===== src/rtl/pwm_multicanal.sv =====
// Multi-channel PWM generator sharing one period counter. Period, mode and duty
// writes land in shadow registers and are committed to the active set only at a
// period boundary (or every cycle while disabled), so no partial periods appear.
module pwm_multicanal #(
    parameter int unsigned CANAIS          = 4,
    parameter int unsigned LARGURA         = 16,
    parameter int unsigned PERIODO_DEFAULT = 1250
) (
    input  logic                                           clock,
    input  logic                                           reset,
    input  logic                                           enable,
    input  logic                                           modo_centro,
    input  logic                                           periodo_wr,
    input  logic [LARGURA-1:0]                             periodo_in,
    input  logic                                           duty_wr,
    input  logic [((CANAIS > 1) ? $clog2(CANAIS) : 1)-1:0] duty_canal,
    input  logic [LARGURA-1:0]                             duty_in,
    output logic [CANAIS-1:0]                              pwm,
    output logic                                           fim_periodo
);

    localparam int unsigned IdxW = (CANAIS > 1) ? $clog2(CANAIS) : 1;
    localparam logic [LARGURA-1:0] PerDef = LARGURA'(PERIODO_DEFAULT);
    localparam logic [LARGURA-1:0] PerMin = LARGURA'(2);

    typedef enum logic {DirUp, DirDown} dir_e;

    logic [LARGURA-1:0] cnt_q, cnt_d;
    dir_e               dir_q, dir_d;
    logic               enable_q;

    logic [LARGURA-1:0] periodo_sh_q, periodo_sh_d;
    logic [LARGURA-1:0] periodo_at_q, periodo_at_d;
    logic               modo_sh_q;
    logic               modo_at_q, modo_at_d;
    logic [LARGURA-1:0] duty_sh_q [CANAIS];
    logic [LARGURA-1:0] duty_sh_d [CANAIS];
    logic [LARGURA-1:0] duty_at_q [CANAIS];
    logic [LARGURA-1:0] duty_at_d [CANAIS];

    logic [CANAIS-1:0]  pwm_q, pwm_d;
    logic               fim_q, fim_d;

    logic [LARGURA-1:0] ultimo;
    logic               fronteira;
    logic               commit;
    logic               troca_modo;

    // Boundary detection and commit qualification from the active registers.
    always_comb begin
        ultimo    = periodo_at_q - LARGURA'(1);
        fronteira = 1'b0;
        if (enable) begin
            if (!modo_at_q) begin
                fronteira = (cnt_q >= ultimo);
            end else begin
                // First enabled cycle also opens a centre-aligned period.
                fronteira = ((cnt_q == '0) && (dir_q == DirDown)) || !enable_q;
            end
        end
        commit     = !enable || fronteira;
        troca_modo = commit && (modo_sh_q != modo_at_q);
    end

    // Shadow writes and shadow-to-active commit with period clamp.
    always_comb begin
        periodo_sh_d = periodo_wr ? periodo_in : periodo_sh_q;
        periodo_at_d = periodo_at_q;
        modo_at_d    = modo_at_q;
        for (int i = 0; i < int'(CANAIS); i++) begin
            duty_sh_d[i] = duty_sh_q[i];
            duty_at_d[i] = duty_at_q[i];
            if (duty_wr && (duty_canal == IdxW'(i))) begin
                duty_sh_d[i] = duty_in;
            end
        end
        if (commit) begin
            periodo_at_d = (periodo_sh_q < PerMin) ? PerMin : periodo_sh_q;
            modo_at_d    = modo_sh_q;
            for (int i = 0; i < int'(CANAIS); i++) begin
                duty_at_d[i] = duty_sh_q[i];
            end
        end
    end

    // Period counter: edge mode wraps, centre mode bounces between 0 and P-1.
    always_comb begin
        cnt_d = cnt_q;
        dir_d = dir_q;
        if (!enable || troca_modo) begin
            cnt_d = '0;
            dir_d = DirUp;
        end else if (!modo_at_q) begin
            cnt_d = fronteira ? '0 : cnt_q + LARGURA'(1);
            dir_d = DirUp;
        end else if ((dir_q == DirUp) && (cnt_q >= ultimo)) begin
            cnt_d = cnt_q - LARGURA'(1);
            dir_d = DirDown;
        end else if ((dir_q == DirDown) && (cnt_q == '0)) begin
            cnt_d = LARGURA'(1);
            dir_d = DirUp;
        end else if (dir_q == DirUp) begin
            cnt_d = cnt_q + LARGURA'(1);
        end else begin
            cnt_d = cnt_q - LARGURA'(1);
        end
    end

    // Output compare against the duty values active during this cycle.
    always_comb begin
        for (int i = 0; i < int'(CANAIS); i++) begin
            pwm_d[i] = enable && (cnt_q < duty_at_q[i]);
        end
        fim_d = fronteira;
    end

    // State registers with asynchronous active-high reset.
    always_ff @(posedge clock or posedge reset) begin
        if (reset) begin
            cnt_q        <= '0;
            dir_q        <= DirUp;
            enable_q     <= 1'b0;
            periodo_sh_q <= PerDef;
            periodo_at_q <= PerDef;
            modo_sh_q    <= 1'b0;
            modo_at_q    <= 1'b0;
            for (int i = 0; i < int'(CANAIS); i++) begin
                duty_sh_q[i] <= '0;
                duty_at_q[i] <= '0;
            end
            pwm_q        <= '0;
            fim_q        <= 1'b0;
        end else begin
            cnt_q        <= cnt_d;
            dir_q        <= dir_d;
            enable_q     <= enable;
            periodo_sh_q <= periodo_sh_d;
            periodo_at_q <= periodo_at_d;
            modo_sh_q    <= modo_centro;
            modo_at_q    <= modo_at_d;
            for (int i = 0; i < int'(CANAIS); i++) begin
                duty_sh_q[i] <= duty_sh_d[i];
                duty_at_q[i] <= duty_at_d[i];
            end
            pwm_q        <= pwm_d;
            fim_q        <= fim_d;
        end
    end

    assign pwm         = pwm_q;
    assign fim_periodo = fim_q;

endmodule


===== config.mk =====
export PLATFORM = sky130hd
export DESIGN_NAME = pwm_multicanal
export DESIGN_NICKNAME = d
export VERILOG_FILES = /design/src/rtl/pwm_multicanal.sv
export SDC_FILE = /design/constraint.sdc
export NUM_CORES = 1
export LEC_CHECK = 0
export ABC_AREA = 1
export CAP_MARGIN = 5
export CORE_UTILIZATION = 45
export CTS_CLUSTER_DIAMETER = 150
export DETAILED_ROUTE_END_ITERATION = 10
export GPL_ROUTABILITY_DRIVEN = 0
export MAX_ROUTING_LAYER = met4
export SLEW_MARGIN = 15
export SYNTH_ARGS = -nofsm -noshare
export SYNTH_HDL_FRONTEND = slang
export SYNTH_SLANG_ARGS = --single-unit

===== constraint.sdc =====
create_clock -name clock -period 16.6 [get_ports clock]
set_input_delay 3.32 -clock clock [delete_from_list [all_inputs] [get_ports clock]]
set_output_delay 3.32 -clock clock [all_outputs]
set_load 0.02 [all_outputs]

---- After elaboration in Yosys (flattened, before gate mapping) ----
Index checks and enable logic that the tools add are counted.
word-level totals
  input bits .............................. 40
  output and inout bits ................... 5
  word-level logic and storage cells ...... 63
  flip-flop bits (word level) ............. 185
cells by class
  $lt $le $gt $ge ......................... 6
  reductions and logical operators ........ 18
  bitwise gates (word level) .............. 1
  equality and inequality tests ........... 5
  multiplexer cells ....................... 13
  $add $sub $neg .......................... 3
operators with widths
  cell                                                                      count
  16-bit 2-to-1 mux                                                         7
  16-bit < comparator                                                       4
  16-bit by 1-bit subtractor with 16-bit output (second input constant)     2
  16-bit by 1-bit adder with 16-bit output (second input constant)          1
  16-bit greater-or-equal comparator                                        1
  16-bit zero test                                                          1
  16-bit by 2-bit < comparator with 1-bit output (second input constant)    1
  1-bit logical AND                                                         11
  1-bit 2-to-1 mux                                                          6
  2-bit equality test (second input constant)                               2
  4-bit by 1-bit inequality test with 1-bit output (second input constant)  1
  1-bit logical OR                                                          3
  2-bit by 1-bit equality test with 1-bit output (second input constant)    1
  1-bit zero test                                                           2
  2-bit zero test                                                           1
  1-bit inequality test                                                     1
  1-bit NOT                                                                 1

---- Longest topological paths before layout ----
  depth in word-level cells ............... 9
  gate-level depth with buffers ........... 21
  gate-level depth less buffers ........... 21

---- Worst setup path after synthesis ----
OpenSTA, ideal clock, no wires.
  kind .................................... in2reg
  from .................................... input port periodo_wr
  to ...................................... register periodo_sh_q[0]
  stages .................................. 3
  buffers on the path ..................... 2
  data arrival time ....................... 4156 ps
  slack ................................... 12319 ps
  setup time .............................. 125 ps
  required time ........................... 16475 ps
  cell sequence ........................... clkbuf_1 > clkbuf_1 > mux2_2
RTL lines
  item                  line  RTL
  from (decl)           13    input logic periodo_wr,
  to (signal assigned)  123   periodo_sh_q <= PerDef;
  to (signal assigned)  137   periodo_sh_q <= periodo_sh_d;
  to (decl)             32    logic [LARGURA-1:0] periodo_sh_q, periodo_sh_d;
No word-level cell between the ends.

---- Worst setup path in the final report ----
  from .................................... input port enable
  to ...................................... register periodo_at_q[9]
on the way
  word-level cells in the longest chain between the ends .. 2
  elaborated cells between the ends (all ways) .. 3
  those cells by class .................... mux (1); reduce/logical (2)
ends and longest elaborated chain
  item                                                 line    RTL
  from (decl)                                          11      input logic enable,
  1-bit 2-to-1 mux or 1-bit zero test (tied branches)  53, 61
  1-bit logical OR (*)                                 61      commit = !enable || fronteira;
  to (signal assigned)                                 124     periodo_at_q <= PerDef;
  to (signal assigned)                                 138     periodo_at_q <= periodo_at_d;
  to (decl)                                            33      logic [LARGURA-1:0] periodo_at_q, periodo_at_d;
Every way passes the cells marked *; elsewhere a longest branch is shown, timed or not.
A chain may end at the register's enable or synchronous reset.

==> results by group <==
Synth
  • Post-synthesis async set-or-reset flop share: 1.000
  • Syn nets: 1,326
  • Adder-Cell Fraction of Synth Area: 0.09638
  • Distinct cell type count after synthesis: 36
  • Post-synth EDFFs: 0
  • Warnings, synthesis: 0
  • Xor/xnor cell area share of the yosys netlist: 0.02647
  • Synth Area in Compound Gates: 0.1363
  • Post-synthesis simple-gate area fraction: 0.1923
  • Mux contribution to synthesized area: 0.008784
  • Post-Syn Instances: 1,207
  • Synth Register Bits: 185
  • Synth Flop Type: dfrtp_1
  • Part of the Yosys area used for sequential elements: 0.4526
  • Main combinational cell family by area after synthesis: simple AND/OR/NAND/NOR gates
  • Avg Cell Area, Syn: 8.497 sq um
  • Synth Cell Area: 10,260 sq um

Final layout
  • Most common cell after layout, fill and taps aside: nand2_1
  • Antenna Cells: 0
  • Nets@finish: 1,353
  • Commonest non-fill, non-tap cells in the layout: nand2_1 (298), dfrtp_1 (175), inv_1 (162)
  • Area growth syn-to-layout: 11.04%
  • Multi-input gate area: 4728 sq um
  • FILL cells: 2,068
  • Share of layout cells above drive strength 1: 0.1051
  • Reg area: 4642 sq um

GRT
  • First-pass GRT wire length: 38.65 mm
  • Vias in the first global route: 7,438
  • Largest net degree at the start of global routing: 92
  • Gr usage total: 0.2178
  • Initial antenna violation count: 0
  • Congestion Overflow GR: 0

Setup path
  • Worst EP required: 16.95 ns
  • CP bufs+invs: 2
  • Setup CP Type: in -> reg
  • CP Launch Point: enable
  • Startpoint Class: input port
  • Worst R2R Setup Slack: 11.97 ns
  • Worst path cell trace: clkdlybuf4s50_1 > nand2_8 > buf_4 > nand2_1 > o21ai_1
  • Worst reg2reg path depth: 20
  • Worst reg2reg endpoint: duty_at_q[56]
  • Worst Setup End Kind: register
  • Worst R2R Start: periodo_at_q[2]
  • Arr. time, crit path: 5.83 ns
  • Crit-path max FO: 82
  • Crit path max-delay cell type: buf_4
  • Crit path max-delay family: buffers and inverters
  • Crit-path max cell delay: 0.86 ns

Route
  • DRT Wirelength: 23.35 mm
  • DR WL/cell: 15.29 microns
  • DR pass1 iterations: 6
  • Remaining antenna violation count: 0
  • Via Count: 7,743
  • Post-route DRC: 0
  • DR vias/cell: 5.071
  • Detailed Route Iter0 Violations: 602

Clock network
  • Post-CTS resize count: 0
  • Hold buffer count at cts: 0
  • Clock network latency to the later pin of the worst-skew pair: 0.44 ns
  • Clock root buffer: clkbuf_16
  • CTS H-tree depth: 4
  • Worst-case clock buffer depth: 2
  • Cts bufs inserted: 17
  • Reg clk slew, reported paths: 0.07 ns
  • Setup Fix Bufs, Post-CTS: 0
  • Clock Sinks: 185
  • TritonCTS clock tree: yes

Placement
  • IO buf count: 44
  • Post-DP HPWL: 16.32 mm

STA
  • Worst Skew: 0.01675 ns
  • Setup-failing EPs final: 0
  • Slew Viols, Final: 0
  • Fin Setup TNS: 0 ns
  • Fin crit period: 5.486 ns
  • RSZ-0062 raised after global routing: no
  • Worst Tran Pin Value: 1.175 ns
  • Fin crit share: 0.3305
  • Hold Violations, Final: 0
  • Fmax achieved: 0.1823 GHz
  • Slew headroom: 0.2136

Die
  • Row count: 54
  • I/O pins: 45
  • Chip width: 153.0 microns
  • Die area: 23,400 sq um
  • Starting Density: 0.4642
  • Core ar.: 22,090 sq um
  • Chip Height: 153.0 microns

Hold path
  • Min-delay src: periodo_sh_q[6]
  • Worst hold path class: reg -> reg
  • Hold depth: 2
  • Hold Crit Endpoint: periodo_at_q[6]

Flow run
  • Maximum Capacitance Violations: 0

Power and ir drop
  • Sequential Power Share: 0.356
  • Overall power: 1.970 mW
  • Sw frac: 0.4423
  • LEAKAGE: 5.663 nW
  • Cell area power density: 173.0 nW/um^2
  • Clock power share: 0.199
  • Switching pwr: 871.3 uW
  • Maximum vdd ir drop: 0.07786 mV
  • Internal power: 1.099 mW
  • Combinational Power Share: 0.445

Run status
  • Outcome: completed
[worst register-to-register path: cells and delay by family (launching register included)]
kind            cells  cell delay [ns]
compound gates      5             0.91
buf+inv             2             0.66
simple gates       11             2.00
fa+ha+maj           1             0.29
xor+xnor            1             0.16
flops               1             0.43
[power groups by stage]
stage,Sequential [mW],Clock (mW),Combinational [mW]
after floorplan,0.659,0,0.714
after global placement,0.708,0,0.854
after detailed placement,0.710,0,0.878
after CTS,0.702,0.400,0.884
after global routing,0.718,0.419,1.02
final,0.702,0.392,0.877
[routing by layer]
metal	global-route usage	part of all wire	wire length, microns
met1	0.3036	0.50	11630
met2	0.3318	0.46	10750
met3	0.02892	0.029	666
met4	0.06349	0.013	305
met5	-	0	0
[registers in the layout, summed over array words and instances, names as in the netlist]
signal,cells
periodo_at_q,16
periodo_sh_q,16
enable_q,1
cnt_q,16
pwm,4
dir_q,1
modo_sh_q,1
modo_at_q,1
fim_periodo,1
duty_at_q,64
duty_sh_q,64
[final cells by class]
class                           instances  area share
Timing Repair Buffer                   50     0.04263
Sequential cell                       185      0.4076
Clock inverter                         15     0.01176
Multi-Input combinational cell        816      0.4152
Inverter                              164     0.05471
Tap cell                              280     0.03076
Clock buffer                           17     0.03735
[per-stage QoR]
step / hold slack, ns / area [sq um] / util / std cells / setup slack (ns)
floorplan: 0.4419 / 10260 / - / 1207 / 8.268
global placement: 0.4505 / 10830 / 0.4901 / 1495 / 10.72
detailed placement: 0.4544 / 10830 / 0.4901 / 1495 / 10.66
CTS: 0.4653 / 11390 / 0.5155 / 1527 / 11.11
global route: 0.4741 / 11390 / 0.5155 / 1527 / 10.87
finish: 0.4617 / 11390 / 0.5155 / 1527 / 11.11
[kinds of logic after synthesis]
family	Yosys count
adder cells (fa/ha/maj)	79
buffers and inverters	206
AO/OA/AOI/OAI	227
flip-flops	185
AND/OR/NAND/NOR	471
XOR/XNOR	31
multiplexers	8
[worst max-delay path by stage]
stage / endpoint / slack [ns] / cells after the start
finish: periodo_at_q[9] / 11.11 / 5
global route: duty_at_q[21] / 10.87 / 5
CTS: duty_at_q[37] / 11.11 / 5
detailed placement: duty_at_q[37] / 10.66 / 5
global placement: duty_at_q[63] / 10.72 / 4
floorplan: cnt_q[0] / 8.27 / 1
[cells in the mapped netlist (2+ instances only)]
| cell | n | area share |
|---|---|---|
| a21oi_1 | 42 | 0.020 |
| and2_1 | 4 | 0.0024 |
| and3_1 | 2 | 0.0012 |
| buf_1 | 3 | 0.0011 |
| buf_2 | 4 | 0.0020 |
| buf_6 | 15 | 0.016 |
| clkbuf_1 | 19 | 0.0070 |
| dfrtp_1 | 175 | 0.43 |
| dfstp_2 | 10 | 0.026 |
| ha_1 | 79 | 0.096 |
| inv_1 | 163 | 0.060 |
| mux2_2 | 8 | 0.0088 |
| nand2_1 | 298 | 0.11 |
| nand2_2 | 5 | 0.0030 |
| nand2_4 | 2 | 0.0022 |
| nand3_1 | 56 | 0.027 |
| nand3b_1 | 4 | 0.0029 |
| nand4_1 | 16 | 0.0098 |
| nor2_1 | 69 | 0.025 |
| nor2_2 | 3 | 0.0018 |
| nor3_1 | 8 | 0.0039 |
| nor4_1 | 2 | 0.0012 |
| o2111ai_1 | 4 | 0.0034 |
| o21ai_0 | 111 | 0.054 |
| o21ai_1 | 6 | 0.0029 |
| o21ai_2 | 60 | 0.051 |
| xnor2_1 | 5 | 0.0043 |
| xor2_1 | 26 | 0.022 |
No activity file was read; power rests on OpenSTA's default activity.
